<file path="config.mk">
export PLATFORM = sky130hd
export DESIGN_NAME = dbg_capture_ctrl
export DESIGN_NICKNAME = d
export VERILOG_FILES = /design/src/rtl/dbg_capture_ctrl_pkg.sv /design/src/rtl/dbg_skid_fifo.sv /design/src/rtl/dbg_capture_ctrl.sv
export SDC_FILE = /design/constraint.sdc
export NUM_CORES = 1
export LEC_CHECK = 0
export BUFFER_PORTS_ARGS = -buffer_cell sky130_fd_sc_hd__clkbuf_2
export CORE_ASPECT_RATIO = 0.6
export CORE_MARGIN = 2
export CORE_UTILIZATION = 52
export CTS_BUF_LIST = sky130_fd_sc_hd__clkbuf_2 sky130_fd_sc_hd__clkbuf_4 sky130_fd_sc_hd__clkbuf_8
export DETAILED_ROUTE_END_ITERATION = 8
export PLACE_DENSITY_LB_ADDON = 0.1
export SYNTH_ARGS = -nofsm -noshare
export SYNTH_HDL_FRONTEND = slang
export SYNTH_HIERARCHICAL = 1
export SYNTH_SLANG_ARGS = --single-unit
</file>
<file path="constraint.sdc">
create_clock -name clk -period 3 [get_ports clk]
set_input_delay 0.45 -clock clk [delete_from_list [all_inputs] [get_ports clk]]
set_output_delay 0.45 -clock clk [all_outputs]
set_load 0.1 [all_outputs]
</file>
<file path="src/rtl/dbg_capture_ctrl_pkg.sv">
`default_nettype none
// ============================================================================
// Module      : dbg_capture_ctrl_pkg
// Description : Shared types and helpers for the debug capture controller.
// Revision    : 1.0 - initial release
// ============================================================================
package dbg_capture_ctrl_pkg;

  typedef enum logic [2:0] {
    IDLE  = 3'd0,
    PRE   = 3'd1,
    ARMED = 3'd2,
    POST  = 3'd3,
    DONE  = 3'd4,
    READ  = 3'd5
  } dbg_state_e;

  // Ceiling log2, usable in constant expressions.
  function automatic int f_log2(input int value);
    int result;
    result = 0;
    for (int i = 0; i < 31; i++) begin
      if ((1 << i) < value) result = i + 1;
    end
    return result;
  endfunction

endpackage
`default_nettype wire

</file>
<file path="src/rtl/dbg_skid_fifo.sv">
`default_nettype none
// ============================================================================
// Module      : dbg_skid_fifo
// Description : Two-entry valid/ready FIFO; output data held stable while stalled.
// Revision    : 1.0 - initial release
// ============================================================================
module dbg_skid_fifo #(
  parameter int WIDTH = 32
) (
  input  logic             clk,
  input  logic             resetn,
  input  logic             flush,
  input  logic             in_valid,
  output logic             in_ready,
  input  logic [WIDTH-1:0] in_data,
  output logic             out_valid,
  input  logic             out_ready,
  output logic [WIDTH-1:0] out_data,
  output logic [1:0]       count
);

  logic [WIDTH-1:0] r_mem [2];
  logic             r_wr_idx;
  logic             r_rd_idx;
  logic [1:0]       r_count;
  logic             w_push;
  logic             w_pop;

  assign in_ready  = (r_count != 2'd2);
  assign out_valid = (r_count != 2'd0);
  assign out_data  = r_mem[r_rd_idx];
  assign count     = r_count;
  assign w_push    = in_valid & in_ready;
  assign w_pop     = out_valid & out_ready;

  always_ff @(posedge clk or negedge resetn) begin
    if (!resetn) begin
      r_mem[0] <= '0;
      r_mem[1] <= '0;
      r_wr_idx <= 1'b0;
      r_rd_idx <= 1'b0;
      r_count  <= 2'd0;
    end else if (flush) begin
      r_wr_idx <= 1'b0;
      r_rd_idx <= 1'b0;
      r_count  <= 2'd0;
    end else begin
      if (w_push) begin
        r_mem[r_wr_idx] <= in_data;
        r_wr_idx        <= ~r_wr_idx;
      end
      if (w_pop) r_rd_idx <= ~r_rd_idx;
      case ({w_push, w_pop})
        2'b10:   r_count <= r_count + 2'd1;
        2'b01:   r_count <= r_count - 2'd1;
        default: r_count <= r_count;
      endcase
    end
  end

endmodule
`default_nettype wire

</file>
<file path="src/rtl/dbg_capture_ctrl.sv">
`default_nettype none
// ============================================================================
// Module      : dbg_capture_ctrl
// Description : Rolling-window debug capture into a dual-port RAM, stop after
//               trigger, chronological readout over a valid/ready port.
// Revision    : 1.0 - initial release
// ============================================================================
module dbg_capture_ctrl
  import dbg_capture_ctrl_pkg::*;
#(
  parameter  int WIDTH    = 32,
  parameter  int DEPTH    = 1024,
  parameter  int PRE_TRIG = 256,
  localparam int AWIDTH   = f_log2(DEPTH)
) (
  input  logic              clk,
  input  logic              resetn,
  input  logic              arm,
  input  logic              abort,
  input  logic              trig_in,
  input  logic [WIDTH-1:0]  smp_in,
  input  logic              rd_start,
  output logic              ram_we,
  output logic [AWIDTH-1:0] ram_wr_addr,
  output logic [WIDTH-1:0]  ram_din,
  output logic              ram_re,
  output logic [AWIDTH-1:0] ram_rd_addr,
  input  logic [WIDTH-1:0]  ram_dout,
  output logic [WIDTH-1:0]  out_data,
  output logic              out_valid,
  input  logic              out_ready,
  output logic              out_last,
  output logic              busy,
  output logic              done,
  output logic [AWIDTH-1:0] trig_addr
);

  localparam logic [AWIDTH-1:0] c_pre_trig  = AWIDTH'(PRE_TRIG);
  localparam logic [AWIDTH-1:0] c_pre_last  = AWIDTH'(PRE_TRIG - 1);
  localparam logic [AWIDTH-1:0] c_post_last = AWIDTH'(DEPTH - PRE_TRIG - 2);
  localparam logic [AWIDTH-1:0] c_last_beat = AWIDTH'(DEPTH - 1);
  localparam logic [AWIDTH:0]   c_depth     = (AWIDTH + 1)'(DEPTH);

  dbg_state_e        r_state;
  dbg_state_e        w_state_nxt;
  logic [AWIDTH-1:0] r_wr_ptr;
  logic [AWIDTH-1:0] r_pre_cnt;
  logic [AWIDTH-1:0] r_post_cnt;
  logic [AWIDTH-1:0] r_trig_addr;
  logic [AWIDTH-1:0] r_rd_ptr;
  logic [AWIDTH:0]   r_issued;
  logic [AWIDTH-1:0] r_beat_cnt;
  logic              r_ram_we;
  logic [AWIDTH-1:0] r_ram_wr_addr;
  logic [WIDTH-1:0]  r_ram_din;
  logic              r_dv;

  logic              w_start;
  logic              w_capture;
  logic              w_trig_hit;
  logic              w_rd_go;
  logic              w_ram_re;
  logic              w_pop;
  logic              w_credit;
  logic [2:0]        w_occ;
  logic [1:0]        w_skid_count;
  logic              w_skid_in_ready;

  always_comb begin
    w_state_nxt = r_state;
    w_start     = 1'b0;
    w_capture   = 1'b0;
    w_trig_hit  = 1'b0;
    w_rd_go     = 1'b0;
    if (abort) begin
      w_state_nxt = IDLE;
    end else begin
      case (r_state)
        IDLE: begin
          if (arm) begin
            w_start     = 1'b1;
            w_state_nxt = (PRE_TRIG == 0) ? ARMED : PRE;
          end
        end
        PRE: begin
          w_capture = 1'b1;
          if (r_pre_cnt == c_pre_last) w_state_nxt = ARMED;
        end
        ARMED: begin
          w_capture = 1'b1;
          if (trig_in) begin
            w_trig_hit  = 1'b1;
            w_state_nxt = (PRE_TRIG == DEPTH - 1) ? DONE : POST;
          end
        end
        POST: begin
          w_capture = 1'b1;
          if (r_post_cnt == c_post_last) w_state_nxt = DONE;
        end
        DONE: begin
          if (arm) begin
            w_start     = 1'b1;
            w_state_nxt = (PRE_TRIG == 0) ? ARMED : PRE;
          end else if (rd_start) begin
            w_rd_go     = 1'b1;
            w_state_nxt = READ;
          end
        end
        READ: begin
          if (w_pop && out_last) w_state_nxt = IDLE;
        end
        default: w_state_nxt = IDLE;
      endcase
    end
  end

  // Credit counts the beat leaving this cycle so one read per cycle can be
  // sustained while skid entries plus the read in flight never exceed two.
  assign w_pop    = out_valid & out_ready;
  assign w_occ    = {1'b0, w_skid_count} + {2'b00, r_dv} - {2'b00, w_pop};
  assign w_credit = (w_occ < 3'd2);
  assign w_ram_re = (r_state == READ) && (r_issued != c_depth) && w_credit;

  always_ff @(posedge clk or negedge resetn) begin
    if (!resetn) begin
      r_state       <= IDLE;
      r_wr_ptr      <= '0;
      r_pre_cnt     <= '0;
      r_post_cnt    <= '0;
      r_trig_addr   <= '0;
      r_rd_ptr      <= '0;
      r_issued      <= '0;
      r_beat_cnt    <= '0;
      r_ram_we      <= 1'b0;
      r_ram_wr_addr <= '0;
      r_ram_din     <= '0;
      r_dv          <= 1'b0;
    end else begin
      r_state  <= w_state_nxt;
      r_ram_we <= w_capture;
      r_dv     <= w_ram_re & ~abort;
      if (w_capture) begin
        r_ram_wr_addr <= r_wr_ptr;
        r_ram_din     <= smp_in;
      end
      if (w_start) begin
        r_wr_ptr  <= '0;
        r_pre_cnt <= '0;
      end else if (w_capture) begin
        r_wr_ptr  <= r_wr_ptr + AWIDTH'(1);
        r_pre_cnt <= r_pre_cnt + AWIDTH'(1);
      end
      if (w_trig_hit) begin
        r_trig_addr <= r_wr_ptr;
        r_post_cnt  <= '0;
      end else if (w_capture) begin
        r_post_cnt <= r_post_cnt + AWIDTH'(1);
      end
      if (w_rd_go) begin
        r_rd_ptr   <= r_trig_addr - c_pre_trig;
        r_issued   <= '0;
        r_beat_cnt <= '0;
      end else begin
        if (w_ram_re) begin
          r_rd_ptr <= r_rd_ptr + AWIDTH'(1);
          r_issued <= r_issued + (AWIDTH + 1)'(1);
        end
        if (w_pop) r_beat_cnt <= r_beat_cnt + AWIDTH'(1);
      end
    end
  end

  dbg_skid_fifo #(
    .WIDTH (WIDTH)
  ) u_skid (
    .clk       (clk),
    .resetn    (resetn),
    .flush     (abort),
    .in_valid  (r_dv),
    .in_ready  (w_skid_in_ready),
    .in_data   (ram_dout),
    .out_valid (out_valid),
    .out_ready (out_ready),
    .out_data  (out_data),
    .count     (w_skid_count)
  );

  assign ram_we      = r_ram_we;
  assign ram_wr_addr = r_ram_wr_addr;
  assign ram_din     = r_ram_din;
  assign ram_re      = w_ram_re;
  assign ram_rd_addr = r_rd_ptr;
  assign out_last    = out_valid && (r_beat_cnt == c_last_beat);
  assign busy        = (r_state == PRE) || (r_state == ARMED) ||
                       (r_state == POST) || (r_state == READ);
  assign done        = (r_state == DONE);
  assign trig_addr   = r_trig_addr;

endmodule
`default_nettype wire

</file>
* Word level (Yosys, flattened, before mapping)
Cells that the tools add are included.
W data, S select, Z words.
** Storage, ports and cells
- Logic and storage cells :: 124
- Input port bits :: 71
- Bits in registers :: 186
- Output and inout bits :: 100
** Cells by class
- Equality and inequality tests :: 18
- Bitwise operators :: 8
- Muxes and demuxes :: 45
- Add/subtract/negate cells :: 11
- Reductions and logical operators :: 21
- Magnitude comparators :: 4
** Operators by type and width (count)
- $mux W32 :: 4
- $mux W10 :: 10
- $bwmux W64 :: 1
- $add A10 B1 Y10 const B :: 5
- $demux W32 S1 :: 1
- $mux W3 :: 8
- $mux W11 :: 2
- $eq A10 B10 Y1 const B :: 2
- $pmux W3 S6 :: 1
- $mux W1 :: 16
- $ne A3 B3 Y1 const B :: 5
- $reduce_bool A2 Y1 :: 7
- $add A11 B1 Y11 const B :: 1
- $ne A11 B11 Y1 const B :: 1
- $eq A10 B8 Y1 const B :: 1
- $sub A10 B9 Y10 const B :: 1
- $eq A3 B2 Y1 const B :: 2
- $eq A3 B3 Y1 const B :: 2
- $reduce_and A6 Y1 :: 1
- $logic_and A1 B1 Y1 :: 5
- $ge A2 B2 Y1 const B :: 2
- $ne A4 B4 Y1 const B :: 1
- $not A1 Y2 :: 2
- $pmux W2 S2 :: 1
- 19 further kinds :: 25

* Longest topological paths before layout
Gate-level depths: netlist of the first run.
- Depth after elaboration :: 7
- Mapped depth :: 13

* Cells and area by module
The synthesis of the first run kept the hierarchy.
** Modules (own cells, without submodules)
- dbg_capture_ctrl :: cells an instance 577, area each 5506.5 um2, instances 1
- dbg_skid_fifo :: cells an instance 195, area each 3007.9 um2, instances 1

* Least setup slack after synthesis of the first run
Ideal clock, no wire load.
- Kind :: reg2reg
- Start :: reg u_skid.r_count[1], in the netlist u_skid/count[1]
- End :: reg r_rd_ptr[4], in the netlist ram_rd_addr[4]
- Period minus slack after synthesis :: 3.529 ns
- Setup time :: 0.127 ns
- Stages on the path, launching flop included :: 14
- Arrival time :: 3.402 ns
- Slack :: -0.529 ns
- Buffers on the path :: 2
- Path through :: dfrtp_1 > or2_2 > and2_1 > buf_2 > ha_1 > nand2b_1 > fa_1 > xnor2_1 > and3_1 > buf_6 > nand2_4 > inv_2 > a21o_1 > a221o_1
** Between the ends
- Word-level cells in the longest chain between the ends :: 6
- Elaborated cells on any way between the ends :: 7
- Classes of those cells :: 2 x add/sub; 1 x order compare; 1 x bitwise; 3 x reduce/logical
** RTL lines
- start: declaration :: RTL line dbg_skid_fifo.sv:25 : logic [1:0] r_count;
- start signal: assignment :: RTL line dbg_skid_fifo.sv:54 : 2'b10: r_count <= r_count + 2'd1;
- start signal: assignment :: RTL line dbg_skid_fifo.sv:55 : 2'b01: r_count <= r_count - 2'd1;
- start signal: assignment :: RTL line dbg_skid_fifo.sv:56 : default: r_count <= r_count;
- $reduce_bool A2 Y1 :: RTL line dbg_skid_fifo.sv:30 : assign out_valid = (r_count != 2'd0);
- named net out_valid :: RTL line dbg_capture_ctrl.sv:30 : output logic out_valid,
- $and A1 B1 Y1 :: RTL line dbg_capture_ctrl.sv:119 : assign w_pop = out_valid & out_ready;
- $sub A3 B1 Y3 :: RTL line dbg_capture_ctrl.sv:120 : assign w_occ = {1'b0, w_skid_count} + {2'b00, r_dv} - {2'b00, w_pop};
- $lt A3 B2 Y1 :: RTL line dbg_capture_ctrl.sv:121 : assign w_credit = (w_occ < 3'd2);
- $logic_and A1 B1 Y1 :: RTL line dbg_capture_ctrl.sv:122 : assign w_ram_re = (r_state == READ) && (r_issued != c_depth) && w_credit;
- named net ram_re :: RTL line dbg_capture_ctrl.sv:26 : output logic ram_re,
- $reduce_bool A2 Y1 (no source line)
- end signal: assignment :: RTL line dbg_capture_ctrl.sv:160 : r_rd_ptr <= r_trig_addr - c_pre_trig;
- end signal: assignment :: RTL line dbg_capture_ctrl.sv:165 : r_rd_ptr <= r_rd_ptr + AWIDTH'(1);
- end: declaration :: RTL line dbg_capture_ctrl.sv:50 : logic [AWIDTH-1:0] r_rd_ptr;
The timed path passes the listed nets, and every way through them passes these cells.
A chain may end at the register's enable or synchronous reset.

* Worst setup path after layout of the first run
- Start :: reg u_skid.r_count[0], in the netlist u_skid/count[0]
- End :: out ram_re
** Between the ends
- Word-level cells in the longest chain between the ends :: 5
- Elaborated cells on any way between the ends :: 6
- Classes of those cells :: 2 x add/sub; 1 x order compare; 1 x bitwise; 2 x reduce/logical
** RTL lines (RTL line)
- branches (longest 2 deep; another with $add A2 B1 Y3)
- $sub A3 B1 Y3 * :: dbg_capture_ctrl.sv:120
- $lt A3 B2 Y1 * :: dbg_capture_ctrl.sv:121
- $logic_and A1 B1 Y1 * :: dbg_capture_ctrl.sv:122
- end: declaration :: dbg_capture_ctrl.sv:26
Every way passes the cells marked *.

==> metrics.cfg, run 1 <==
[timing]
setup_viol = 1
rsz0062_at_grt = true
period_minus_slack_ns = 3.113
worst_pin_slew_ns = 0.5655
worst_slack_ns = -0.1135
max_freq_ghz = 0.3212
fin_setup_tns_ns = -0.1135
slew_violations = 0
finalHoldViolCount = 0
holdWs_ns = 0.1696
period_share_pct = 103.8
skew_ns = 0.01422
slew-limit-headroom_pct = 62.46

[drt]
antenna_left = 0
drt_wl_total_um = 18680
drc = 0
num_vias = 6238
dr.pass1.iters = 5
drt-vias-per-instance = 5.323
drtIter0Drc = 465
post_drt_wl_per_cell_um = 15.94

[yosys]
syn_nets = 853
yosysWarnings = 6
synth_edf_count = 0
post_synth.cell_area_avg_um2 = 11.03
netlist.area_leader.share_pct = 54.67
ys_types = 60
yosys.area.top_type = dfrtp_1
syn_inst = 772
postSynth.asyncResetShare_pct = 100.0
synth.cell_area_mm2 = 0.008514
ys_top_cells_by_area = dfrtp_1 (55%), mux2_2 (12%), nand2_1 (7.9%)
synth_flop_cell = dfrtp_1
yosysSeqAreaShare_pct = 54.67
ys_ff_latch = 186

[cells_and_area]
num_antenna_cells = 0
filler_cell_count = 1328
layout_common_cells = dfrtp_1 (185), nand2_1 (179), clkbuf_2 (168), mux2_2 (92), nor2_1 (50)
multi_input_comb_area_mm2 = 0.003681
drive_gt1_share_pct = 35.93
final_common_cell = dfrtp_1
ff_latch_area_mm2 = 0.004656
area_delta_synth_final_pct = 18.69
final_cells = 1172
nNetsFinal = 1031
post-route-util_pct = 62.67

[pwr]
p_sw_share_pct = 55.83
combPwrFrac_pct = 53.8
power_switching_mw = 6.297
peakVddDrop_uv = 976.2
p_per_area_mw_per_mm2 = 1116
seqPwrFrac_pct = 32.0
internal-power_mw = 4.983
power_frac_clock_pct = 14.2
p_leak_nw = 5.228

[min_path]
worstHoldStart = smp_in[12]
hold_path.class = input port to flip-flop

[status]
violations = setup timing
status = finished with violations

[clock_tree]
clock_latency_ns = 0.47
htree_levels = 4
numCtsBuffers = 17
cts_tree = done
cts.reportedPaths.clkPinSlew_ns = 0.09
clock_sinks = 186
clock_path_buffers = 2
cts_root_buffer = clkbuf_8

[setup_path]
slowest_stage = dfrtp_1
max_stage_delay_ns = 0.40
crit_type = flip-flop to output port
rr_startpoint = u_skid/count[0]$_DFFE_PN0P_
cp-startpoint = u_skid/count[0]$_DFFE_PN0P_
crit_fanout = 2
critPathArrivalTime_ns = 2.66
critPathCaptureType = output port
startpoint_type = flip-flop
cp_top_family = simple AND/OR/NAND/NOR gates
path_cells = or2_4, and2_4, ha_4, nand2b_4, fa_2, xnor2_2, and3_4, nand2_8, inv_16, buf_16
required_ns = 2.55
cp.buffers_inverters = 2

[floorplanning]
core_area_mm2 = 0.01613
fp.dieW_um = 169.2
rows = 36
initial_utilization_pct = 52.80
io_pins = 171
die_h_um = 103.1
die_area_mm2 = 0.01745

[grt]
grt_max_degree = 61
grt_pass1_wl_um = 30420
first_global_vias = 6157
grt_usage_pct = 22.11
grt_overflow = 0
antenna_found_initial = 0

[placement]
port_buffers = 170
place.gp.congestion = 0.8058
dp_cells = 1133
dp_hpwl_um = 13350

[flow_run]
drv_cap = 0

[registers in the layout (all words and copies together) (netlist names), 2 cells and up]
signal	count
r_pre_cnt	10
ram_rd_addr	10
u_skid/count	2
trig_addr	10
r_issued	11
ram_din	32
r_beat_cnt	10
r_post_cnt	10
r_state	3
ram_wr_addr	10
u_skid/r_mem	64
r_wr_ptr	10
[cells in the mapped netlist, drive strengths merged (8+ instances only)]
cell type,n
and3,15
xnor2,11
nand2,181
inv,11
nor2,51
nand4,25
dfrtp,186
a21oi,11
ha,9
mux2,98
nand3,17
nor3,8
o21ai,14
buf,21
clkbuf,14
xor2,35
[power groups by stage]
stage	Sequential, mW	Combinational, mW	Clock [mW]
2_1_floorplan	5.45	3.26	0
3_3_place_gp	3.60	5.98	0
3_5_place_dp	3.64	6.06	0
4_1_cts	3.60	6.09	1.65
5_1_grt	3.69	6.36	1.77
6_report	3.61	6.06	1.61
[layer usage]
layer	track usage (%)	routed length, um	vias to the layer above
met4	6.114	151	0
met5	0	0	-
met1	31.76	9073	3109
li1	-	-	2984
met3	4.875	794	10
met2	34.32	8656	135
[worst reg2reg max path: stages (launching register included)]
cell      delay, ns
dfrtp_1        0.40
or2_4          0.26
and2_4         0.15
ha_4           0.20
nand2b_4       0.14
fa_2           0.38
xnor2_2        0.14
and3_4         0.20
nand2_8        0.09
inv_16         0.04
buf_4          0.12
buf_4          0.15
a21o_1         0.15
a221o_1        0.29
[final cells by class]
class,instances,area share (%)
clock buffer,19,2.526
clock inverter,13,1.189
inverter,11,0.5695
multi-input combinational,540,36.42
sequential,186,46.07
tap,209,2.588
timing repair buffer,194,10.64
[metrics by stage]
| stage | instance area, um^2 | setup WS [ns] | power (mW) |
|---|---|---|---|
| 2_1_floorplan | 8567 | 0.004362 | 8.709 |
| 3_3_place_gp | 9643 | 0.1086 | 9.579 |
| 3_5_place_dp | 9643 | 0.05398 | 9.704 |
| 4_1_cts | 10090 | -0.1351 | 11.35 |
| 5_1_grt | 10110 | -0.1933 | 11.82 |
| 6_report | 10110 | -0.1135 | 11.28 |
[path summary, 6_finish.rpt]
kind,slack [ns],to,depth (start not counted)
worst max-delay path,-0.11,ram_re,10
worst min-delay path,0.17,ram_din[12]$_DFFE_PN0P_,3
worst max register to register,0.18,ram_rd_addr[9]$_DFFE_PN0P_,13
worst min register to register,0.48,ram_wr_addr[7]$_DFFE_PN0P_,2
max in group asynchronous,1.59,trig_addr[7]$_DFFE_PN0P_,3
min in group asynchronous,0.48,u_skid/r_mem[45]$_DFFE_PN0P_,2
[logic make-up after synthesis]
| logic type | synth area share (%) |
|---|---|
| simple gates | 19.03 |
| flops | 54.67 |
| mux | 13.31 |
| compound gates | 3.894 |
| xor+xnor | 4.732 |
| buf+inv | 2.807 |
| fa+ha+maj | 1.558 |
[repair_timing]
| item | 4_1_cts | 5_1_grt |
|---|---|---|
| hold buffers | 1 | 0 |
| buffers inserted | 5 | 1 |
| hold endpoints to repair | 51 | 0 |
| resized for setup | 4 | 1 |
| setup endpoints to repair | 1 | 1 |
| pin swaps | 2 | 4 |
No activity file was read; power rests on OpenSTA's default activity.
==> inputs of run 2 (changes only) <==
--- a/config.mk
+++ b/config.mk
@@ -5,6 +5,7 @@
 export SDC_FILE = /design/constraint.sdc
 export NUM_CORES = 1
 export LEC_CHECK = 0
+export ABC_CLOCK_PERIOD_IN_PS = 3000
 export BUFFER_PORTS_ARGS = -buffer_cell sky130_fd_sc_hd__clkbuf_2
 export CORE_ASPECT_RATIO = 0.6
 export CORE_MARGIN = 2
==> constraint.sdc (replaced) <==
create_clock -name clk -period 3 [get_ports clk]
set_input_delay 0 -clock clk [delete_from_list [all_inputs] [get_ports clk]]
set_output_delay 0 -clock clk [all_outputs]
set_load 0.1 [all_outputs]
==> run 2 against run 1 <==
The flow now finishes without violations. Register-to-register slack got worse by 0.06 ns. Fmax rose by 8.2%. Via count rose by 5.2%. Core utilization rose by 3.8 points. Critical endpoint is now ram_rd_addr[2]$_DFFE_PN0P_. Largest cell class unchanged. Highest routed layer unchanged.
==> metrics.cfg, run 2 (same netlist as run 1, synthesis figures left out) <==
[pwr]
power_switching_mw = 6.412
p_sw_share_pct = 56.52
p_per_area_mw_per_mm2 = 1059
internal-power_mw = 4.932
power_frac_clock_pct = 14.0
p_leak_nw = 5.473
combPwrFrac_pct = 54.1
power_mw = 11.34
seqPwrFrac_pct = 31.8
peakVddDrop_uv = 1199

[setup_path]
crit_fanout = 8
cp_top_family = simple AND/OR/NAND/NOR gates
slowest_stage = dfrtp_2
crit_type = flip-flop to flip-flop
max_stage_delay_ns = 0.41
startpoint_type = flip-flop
path_cells = or2_4, and2_4, ha_1, nand2b_4, fa_2, xnor2_1, and3_4, buf_4, a21oi_2, o21bai_1, a221o_1
critPathArrivalTime_ns = 3.24
critPathCaptureType = flip-flop
cp.buffers_inverters = 1
required_ns = 3.36

[clock_tree]
cts_root_buffer = clkbuf_8
clock_sinks = 186
htree_levels = 4
numCtsBuffers = 17
cts.reportedPaths.clkPinSlew_ns = 0.10
clock_path_buffers = 2
clock_latency_ns = 0.47
cts_tree = done

[timing]
rsz0062_at_grt = false
worst_slack_ns = 0.1225
holdWs_ns = 0.06401
worst_pin_slew_ns = 0.7066
slew-limit-headroom_pct = 52.83
slew_violations = 0
fin_setup_tns_ns = 0
setup_viol = 0
period_minus_slack_ns = 2.878
finalHoldViolCount = 0
period_share_pct = 95.92
max_freq_ghz = 0.3475
skew_ns = 0.01454

[cells_and_area]
post-route-util_pct = 66.44
area_delta_synth_final_pct = 25.83
nNetsFinal = 1092
final_common_cell = dfrtp_1
drive_gt1_share_pct = 32.81
largest_reg_flops = 64
filler_cell_count = 1276
num_antenna_cells = 0
layout_common_cells = dfrtp_1 (185), nand2_1 (179), clkbuf_2 (168), mux2_2 (92), dlygate4sd3_1 (69)
regMostFlops = u_skid/r_mem

[grt]
grt_max_degree = 71
antenna_found_initial = 0
grt_overflow = 0
grt_usage_pct = 23.66
grt_pass1_wl_um = 32490
first_global_vias = 6569

[placement]
port_buffers = 170
dp_hpwl_um = 13340
place.gp.congestion = 0.8187
pre_cts_slack_ns = 0.1522

[drt]
drtIter0Drc = 360
dr.pass1.iters = 5
drt-vias-per-instance = 5.322
drt_wl_total_um = 19830
num_vias = 6562
drc = 0
post_drt_wl_per_cell_um = 16.08
antenna_left = 0

[min_path]
hold_path.class = input port to flip-flop

[floorplanning]
die_h_um = 103.1
initial_utilization_pct = 52.80
core_area_mm2 = 0.01613
fp.dieW_um = 169.2
io_pins = 171
rows = 36
die_area_mm2 = 0.01745

[flow_run]
drv_cap = 0

[status]
status = completed

## run 2: cell types whose count changed in the layout (fill, tap and decap cells not counted), moves of 2 or more
cell and delta:
clkinv_4 +2, buf_4 -8, clkinv_2 -2, dlygate4sd3_1 +68
inv_8 +4
## run 2: worst reg2reg max path, stage by stage (launching register included)
cell and delay, ns:
dfrtp_2 0.41, or2_4 0.25, and2_4 0.17, ha_1 0.27
nand2b_4 0.14, fa_2 0.36, xnor2_1 0.15, and3_4 0.28
buf_4 0.16, a21oi_2 0.09, o21bai_1 0.19, a221o_1 0.29
## run 2: what timing repair did
| item | 4_1_cts | 5_1_grt |
|---|---|---|
| gates resized for setup | 4 | 0 |
| setup endpoints to repair | 1 | 1 |
| hold buffers | 69 | 0 |
| endpoints found under the hold margin | 173 | 0 |
| setup buffers | 1 | 1 |
| pin swaps | 1 | 0 |
## run 2: metrics by stage
stage               instance area [um^2]  instances
CTS                                10720       1233
finish                             10710       1233
global placement                    9635       1131
detailed placement                  9635       1131
floorplan                           8562        772
global route                       10710       1233
## run 2: per-layer routing
metal | track usage (%) | routed length (um) | vias up
met3 | 5.566 | 867 | 25
met2 | 37.36 | 9310 | 150
met5 | 0 | 0 | -
met4 | 7.627 | 301 | 0
li1 | - | - | 3097
met1 | 32.86 | 9353 | 3290
## run 2: power groups by stage
stage          sequential (mW)  combinational [mW]  clock, mW
2_1_floorplan             5.45                3.26          0
3_3_place_gp              3.60                5.98          0
3_5_place_dp              3.65                6.07          0
4_1_cts                   3.61                6.16       1.65
5_1_grt                   3.70                6.44       1.75
6_report                  3.61                6.14       1.59
## run 2: area by class of cell
type                       instances  area [um^2]  area share [%]
inverter                          11        57.56          0.5372
multi-input combinational        540         3656           34.12
clock buffer                      17        234.0           2.184
tap                              209        261.5           2.441
sequential                       186         4656           43.45
timing repair buffer             255         1715           16.01
clock inverter                    15        133.9           1.250
## run 2: final timing paths
kind / slack, ns / to / cells past startpoint / start
hold / removal: 0.06 / r_state[2]$_DFFE_PN0P_ / 4 / trig_in
setup reg to reg: 0.12 / ram_rd_addr[2]$_DFFE_PN0P_ / 11 / u_skid/count[1]$_DFFE_PN0P_
hold reg to reg: 0.48 / ram_wr_addr[8]$_DFFE_PN0P_ / 2 / ram_wr_addr[8]$_DFFE_PN0P_
min in group asynchronous: 0.11 / u_skid/r_mem[45]$_DFFE_PN0P_ / 2 / resetn
setup / recovery: 0.12 / ram_rd_addr[2]$_DFFE_PN0P_ / 11 / u_skid/count[1]$_DFFE_PN0P_
max in group asynchronous: 2.10 / u_skid/count[1]$_DFFE_PN0P_ / 3 / resetn
